===== config.mk =====
export PLATFORM = sky130hd
export DESIGN_NAME = apb_initiator
export DESIGN_NICKNAME = d
export VERILOG_FILES = /design/src/rtl/apb_initiator.sv
export SDC_FILE = /design/constraint.sdc
export NUM_CORES = 1
export LEC_CHECK = 0
export BUFFER_PORTS_ARGS = -buffer_cell sky130_fd_sc_hd__buf_2
export CELL_PAD_IN_SITES_DETAIL_PLACEMENT = 0
export CELL_PAD_IN_SITES_GLOBAL_PLACEMENT = 1
export CORE_MARGIN = 2
export CORE_UTILIZATION = 38
export CTS_CLUSTER_SIZE = 30
export DETAILED_ROUTE_END_ITERATION = 10
export PLACE_DENSITY = 0.81
export SLEW_MARGIN = 20
export SYNTH_ARGS = -nofsm -noshare
export SYNTH_HDL_FRONTEND = slang
export SYNTH_SLANG_ARGS = --single-unit

===== constraint.sdc =====
create_clock -name HCLK -period 5.63 [get_ports HCLK]
set_input_delay 1.126 -clock HCLK [delete_from_list [all_inputs] [get_ports HCLK]]
set_output_delay 1.126 -clock HCLK [all_outputs]
set_load 0.01 [all_outputs]

===== src/rtl/apb_initiator.sv =====
// apb_initiator: turns one valid/ready command into one APB3 transfer and
// returns the completion on a valid/ready response channel. It allows one
// outstanding transfer at a time and has an optional PREADY wait timeout.
module apb_initiator #(
  parameter int unsigned APB_ADDR_WIDTH = 12,
  parameter int unsigned TIMEOUT_CYCLES = 256
) (
  input  logic                      HCLK,
  input  logic                      HRESET,
  // command channel
  input  logic                      req_valid,
  output logic                      req_ready,
  input  logic [APB_ADDR_WIDTH-1:0] req_addr,
  input  logic                      req_write,
  input  logic [31:0]               req_wdata,
  // response channel
  output logic                      rsp_valid,
  input  logic                      rsp_ready,
  output logic [31:0]               rsp_rdata,
  output logic                      rsp_err,
  output logic                      rsp_timeout,
  // APB3 initiator port
  output logic [APB_ADDR_WIDTH-1:0] PADDR,
  output logic [31:0]               PWDATA,
  output logic                      PWRITE,
  output logic                      PSEL,
  output logic                      PENABLE,
  input  logic [31:0]               PRDATA,
  input  logic                      PREADY,
  input  logic                      PSLVERR
);

  typedef enum logic [1:0] {
    S_IDLE,
    S_SETUP,
    S_ACCESS,
    S_RESP
  } state_t;

  // Last wait-count value allowed before an abort. It wraps to all-ones
  // when TIMEOUT_CYCLES is 0, but the enable flag masks that case.
  localparam logic [31:0] LP_TMO_LAST = 32'(TIMEOUT_CYCLES) - 32'd1;
  localparam bit          LP_TMO_EN   = (TIMEOUT_CYCLES != 0);

  state_t      r_state;
  logic [31:0] r_wait_cnt;
  logic        w_timeout;
  logic        w_unused_addr_lsb;

  // The two low address bits are forced to zero. They are reduced here so
  // that their being unused is visible and intentional.
  assign w_unused_addr_lsb = ^req_addr[1:0];

  // The abort fires only when no PREADY arrives in the final allowed cycle.
  // A PREADY in that same cycle wins.
  assign w_timeout = LP_TMO_EN && !PREADY && (r_wait_cnt == LP_TMO_LAST);

  // Handshake outputs are decoded from the state register. The command side
  // is also held off while reset is asserted.
  assign req_ready = (r_state == S_IDLE) && !HRESET;
  assign rsp_valid = (r_state == S_RESP);

  // Transfer FSM with all APB and response outputs registered.
  always_ff @(posedge HCLK) begin
    if (HRESET) begin
      r_state     <= S_IDLE;
      r_wait_cnt  <= '0;
      PADDR       <= '0;
      PWDATA      <= '0;
      PWRITE      <= 1'b0;
      PSEL        <= 1'b0;
      PENABLE     <= 1'b0;
      rsp_rdata   <= '0;
      rsp_err     <= 1'b0;
      rsp_timeout <= 1'b0;
    end else begin
      case (r_state)
        S_IDLE: begin
          if (req_valid) begin
            PADDR   <= {req_addr[APB_ADDR_WIDTH-1:2], 2'b00};
            PWRITE  <= req_write;
            PWDATA  <= req_write ? req_wdata : '0;
            PSEL    <= 1'b1;
            PENABLE <= 1'b0;
            r_state <= S_SETUP;
          end
        end

        S_SETUP: begin
          PENABLE    <= 1'b1;
          r_wait_cnt <= '0;
          r_state    <= S_ACCESS;
        end

        S_ACCESS: begin
          if (PREADY) begin
            rsp_rdata   <= PWRITE ? '0 : PRDATA;
            rsp_err     <= PSLVERR;
            rsp_timeout <= 1'b0;
            PSEL        <= 1'b0;
            PENABLE     <= 1'b0;
            r_state     <= S_RESP;
          end else if (w_timeout) begin
            rsp_rdata   <= '0;
            rsp_err     <= 1'b1;
            rsp_timeout <= 1'b1;
            PSEL        <= 1'b0;
            PENABLE     <= 1'b0;
            r_state     <= S_RESP;
          end else if (r_wait_cnt != '1) begin
            // The counter saturates so it cannot wrap when the timeout is off.
            r_wait_cnt <= r_wait_cnt + 32'd1;
          end
        end

        S_RESP: begin
          if (rsp_ready) begin
            r_state <= S_IDLE;
          end
        end

        default: r_state <= S_IDLE;
      endcase
    end
  end

endmodule


* After elaboration in Yosys (flattened, before gate mapping) *
Cells that the tools add are included.

storage, ports and cells
  flip-flop bits (word level) = 113
  bits of input ports = 83
  word-level logic and storage cells = 59

operators by class
  $add $sub $neg = 1
  equality and inequality tests = 11
  mux-type cells = 22
  reduce and logical (&&, ||, !) cells = 15

operator list
  kind                                                               number
  32-bit two-way mux                                                 7
  32-bit case mux with 2 select lines                                1
  32-bit by 1-bit adder with 32-bit output (second input constant)   1
  32-bit by 8-bit == test with 1-bit output (second input constant)  1
  32-bit != test (second input constant)                             1
  3-bit AND reduction                                                3
  2-bit two-way mux                                                  4
  2-bit != test (second input constant)                              4
  2-bit case mux with 4 select lines                                 1
  1-bit two-way mux                                                  7
  2-bit nonzero test                                                 3
  2-bit == test (second input constant)                              2
  2-bit AND reduction                                                2
  4-bit AND reduction                                                1
  3-bit != test (second input constant)                              1
  1-bit case mux with 3 select lines                                 1
  3-bit nonzero test                                                 1
  2-bit by 1-bit == test with 1-bit output (second input constant)   1
  1-bit logical AND                                                  2
  1-bit logical NOT                                                  2
  2-bit logical NOT                                                  1
  2-bit by 1-bit != test with 1-bit output (second input constant)   1
  1-bit case mux with 2 select lines                                 1

* Depth between registers and ports, before layout *
  depth in word-level cells = 5
  gate-level depth with buffers = 9
  mapped depth without buffers = 7

* Least setup slack after synthesis *
Ideal clock, no wire load.

  path type = input-to-output
  start = input HRESET
  end = output req_ready
  arrival time = 1653 ps
  required time = 4504 ps
  slack = 2851 ps
  cell stages on the path = 3
  path through = clkbuf_8 -> clkbuf_1 -> nor2b_1

between the ends
  word-level cells in the longest chain between the ends = 2

ends and longest elaborated chain
  element            line  text
  from (decl)        9     input logic HRESET,
  1-bit logical NOT  60    assign req_ready = (r_state == S_IDLE) && !HRESET;
  1-bit logical AND  60
  to (decl)          12    output logic req_ready,

No other way between the ends.

* Worst setup path after layout *
Same ends and word-level chain as after synthesis.

==> out/qor.csv <==
metric;value;unit
Main synth FF type;dfxtp_1;
Synth area leaders;dfxtp_1, nand2_1, a21oi_1;
crit-path max FO;53;
Least-Margin Pin Slew;1.06;ns
GRT overflow;0;
leading area contributor after synthesis;dfxtp_1;
post-CTS setup buffers;0;
Setup CP Type;primary input to output port;
# rows;41;
largest net degree at the start of global routing;54;
top-count cell post-synth;dfxtp_1;
setup_tns;0;ns
CP Capture Type;output port;
Critical Path RT;4.50;ns
GPL Wtd Cong;0.866;
fillers;1205;
multi-input logic area;2300;sq um
Final Non-Filler Cells;900;
Clock Skew;0.0167;ns
Max-slew headroom;0.292;
antenna viol nets, final;0;
CTS tree;done;
worst skew pair latency;0.41;ns
drt total wl;13000;um
Cell Pwr Density;391;nW/um^2
final net count;803;
Via density;5.24;
final worst hold slack;0.443;ns
post-CTS sizing;0;
leakage;2.65;nW
sequential share of the synthesized area;0.470;
clk buf depth;2;
io pins;166;
wire per inst;14.5;um
initial core utilization;0.385;
H-tree levels;4;
Synth Instances;575;
layout cell share with drive strength beyond 1;0.288;
core area;12500;sq um
max_cap viols;0;
Max Fclk;0.308;GHz
final setup vio count;0;
routed vias;4715;
CTS Buf Count;17;
dpl hpwl;8640;um
Core Util, Final;0.500;
die span in x;117;um
initial DRC count;294;
Synth cell types;52;
vias in the first global route;4318;
final max-slew violation count;0;
post-route DRC violation count;0;
Synth warnings;0;
Hold-fix buffers, CTS;0;
outcome;complete, no violations;
clk root buf;clkbuf_16;
Final Cell Area;6260;sq um
Post-synth EDFFs;0;
DRT Pass-1 Iters;5;
maximum VDD drop;0.219;mV
n_diodes;0;
chip height;117;um
dpl cell area;5640;sq um
RSZ-0062 raised after global routing;no;
Synth top cells by count;dfxtp_1, nand2_1, nor2_1;
crit start category;primary input;
area grow syn2layout;30.1;%
clock sink count;113;
initial antenna violation count;0;
first-pass GRT wire length;20400;um
period utilization;0.578;
synthesized area per cell;8.37;sq um
DP Cell Count;868;
crit path DAT;2.13;ns
share of flip-flops with an asynchronous set or reset;0;
Post-Syn Area;4810;sq um
Reg area;2260;sq um
top-area cell type share of the netlist area;0.470;
Die ar.;13600;sq um
Hold Fails Final Rpt;0;
IO Port Bufs;161;
Tmin final;3.25;ns
Yosys reg bits;113;
Hold Path Class;flip-flop to flip-flop;
All-Layer GR Usage;0.190;
clock transition at the registers of the reported paths;0.05;ns
==> layout make-up <==
cell class | instances | area share
Multi-Input combinational cell | 411 | 0.368
Sequential cell | 113 | 0.361
Timing Repair Buffer | 165 | 0.133
Clock buffer | 21 | 0.0735
Tap cell | 172 | 0.0344
Clock inverter | 11 | 0.0256
Inverter | 7 | 0.00420
==> cell usage in the layout (no fill, tap or decap), drive strengths merged, types with 5 or more instances in the layout <==
cell and count:
a21oi 52, a22oi 32, a31oi 7, and2 7, and4 7, buf 165
clkbuf 21, clkinv 5, dfxtp 113, ha 5, inv 7, nand2 76
nand3 44, nand4 10, nor2 58, nor3 13, nor4 12, o21ai 31
o31ai 16, o41ai 5
==> state kept, by name (all words and copies together), names as in the netlist <==
register,count
PSEL,1
r_wait_cnt,32
rsp_rdata,32
PWDATA,32
PWRITE,1
PADDR,10
rsp_err,1
r_state,2
PENABLE,1
rsp_timeout,1
==> cell families (layout without fill, tap and decap cells) <==
logic type | count (synthesis) | in the layout | synth area share
AO/OA/AOI/OAI | 157 | 157 | 0.207
adder cells (fa/ha/maj) | 5 | 5 | 0.0130
buffers and inverters | 52 | 204 | 0.0543
flip-flops | 113 | 113 | 0.470
multiplexers | 4 | 4 | 0.00858
other | 1 | 2 | 0.000779
AND/OR/NAND/NOR | 243 | 243 | 0.247
==> report_power, final <==
group	switching [W]	total [W]	internal, W	leakage (nW)
registers	0.0000348	0.000900	0.000866	0.916
clock network	0.000363	0.00112	0.000759	0.303
logic	0.000274	0.000428	0.000155	1.43
total	0.000671	0.00245	0.00178	2.65
==> per-layer routing <==
metal	part of all wire	global-route usage	vias to the layer above
met3	0.068	0.0654	10
met1	0.43	0.233	2199
met2	0.49	0.308	153
met4	0.0084	0.0714	0
li1	-	-	2353
met5	0	0	-
==> critical path, stage by stage <==
cell and delay (ns):
buf_2 0.72, nor2b_1 0.08, buf_2 0.18
==> stage by stage <==
step	power, W	worst slack [ns]
5_1_grt	0.00257	2.28
3_5_place_dp	0.00135	2.20
6_report	0.00245	2.38
2_1_floorplan	0.00120	2.85
4_1_cts	0.00248	2.38
3_3_place_gp	0.00133	2.25
==> worst paths after layout <==
check / slack, ns / cells past startpoint / end / start
max reg2reg: 2.81 / 7 / r_wait_cnt[27] / r_wait_cnt[0]
min reg2reg: 0.44 / 2 / PWDATA[11] / PWDATA[11]
max: 2.38 / 3 / req_ready / HRESET
min: 0.44 / 2 / PWDATA[11] / PWDATA[11]
(Power assumes the default switching activity.)
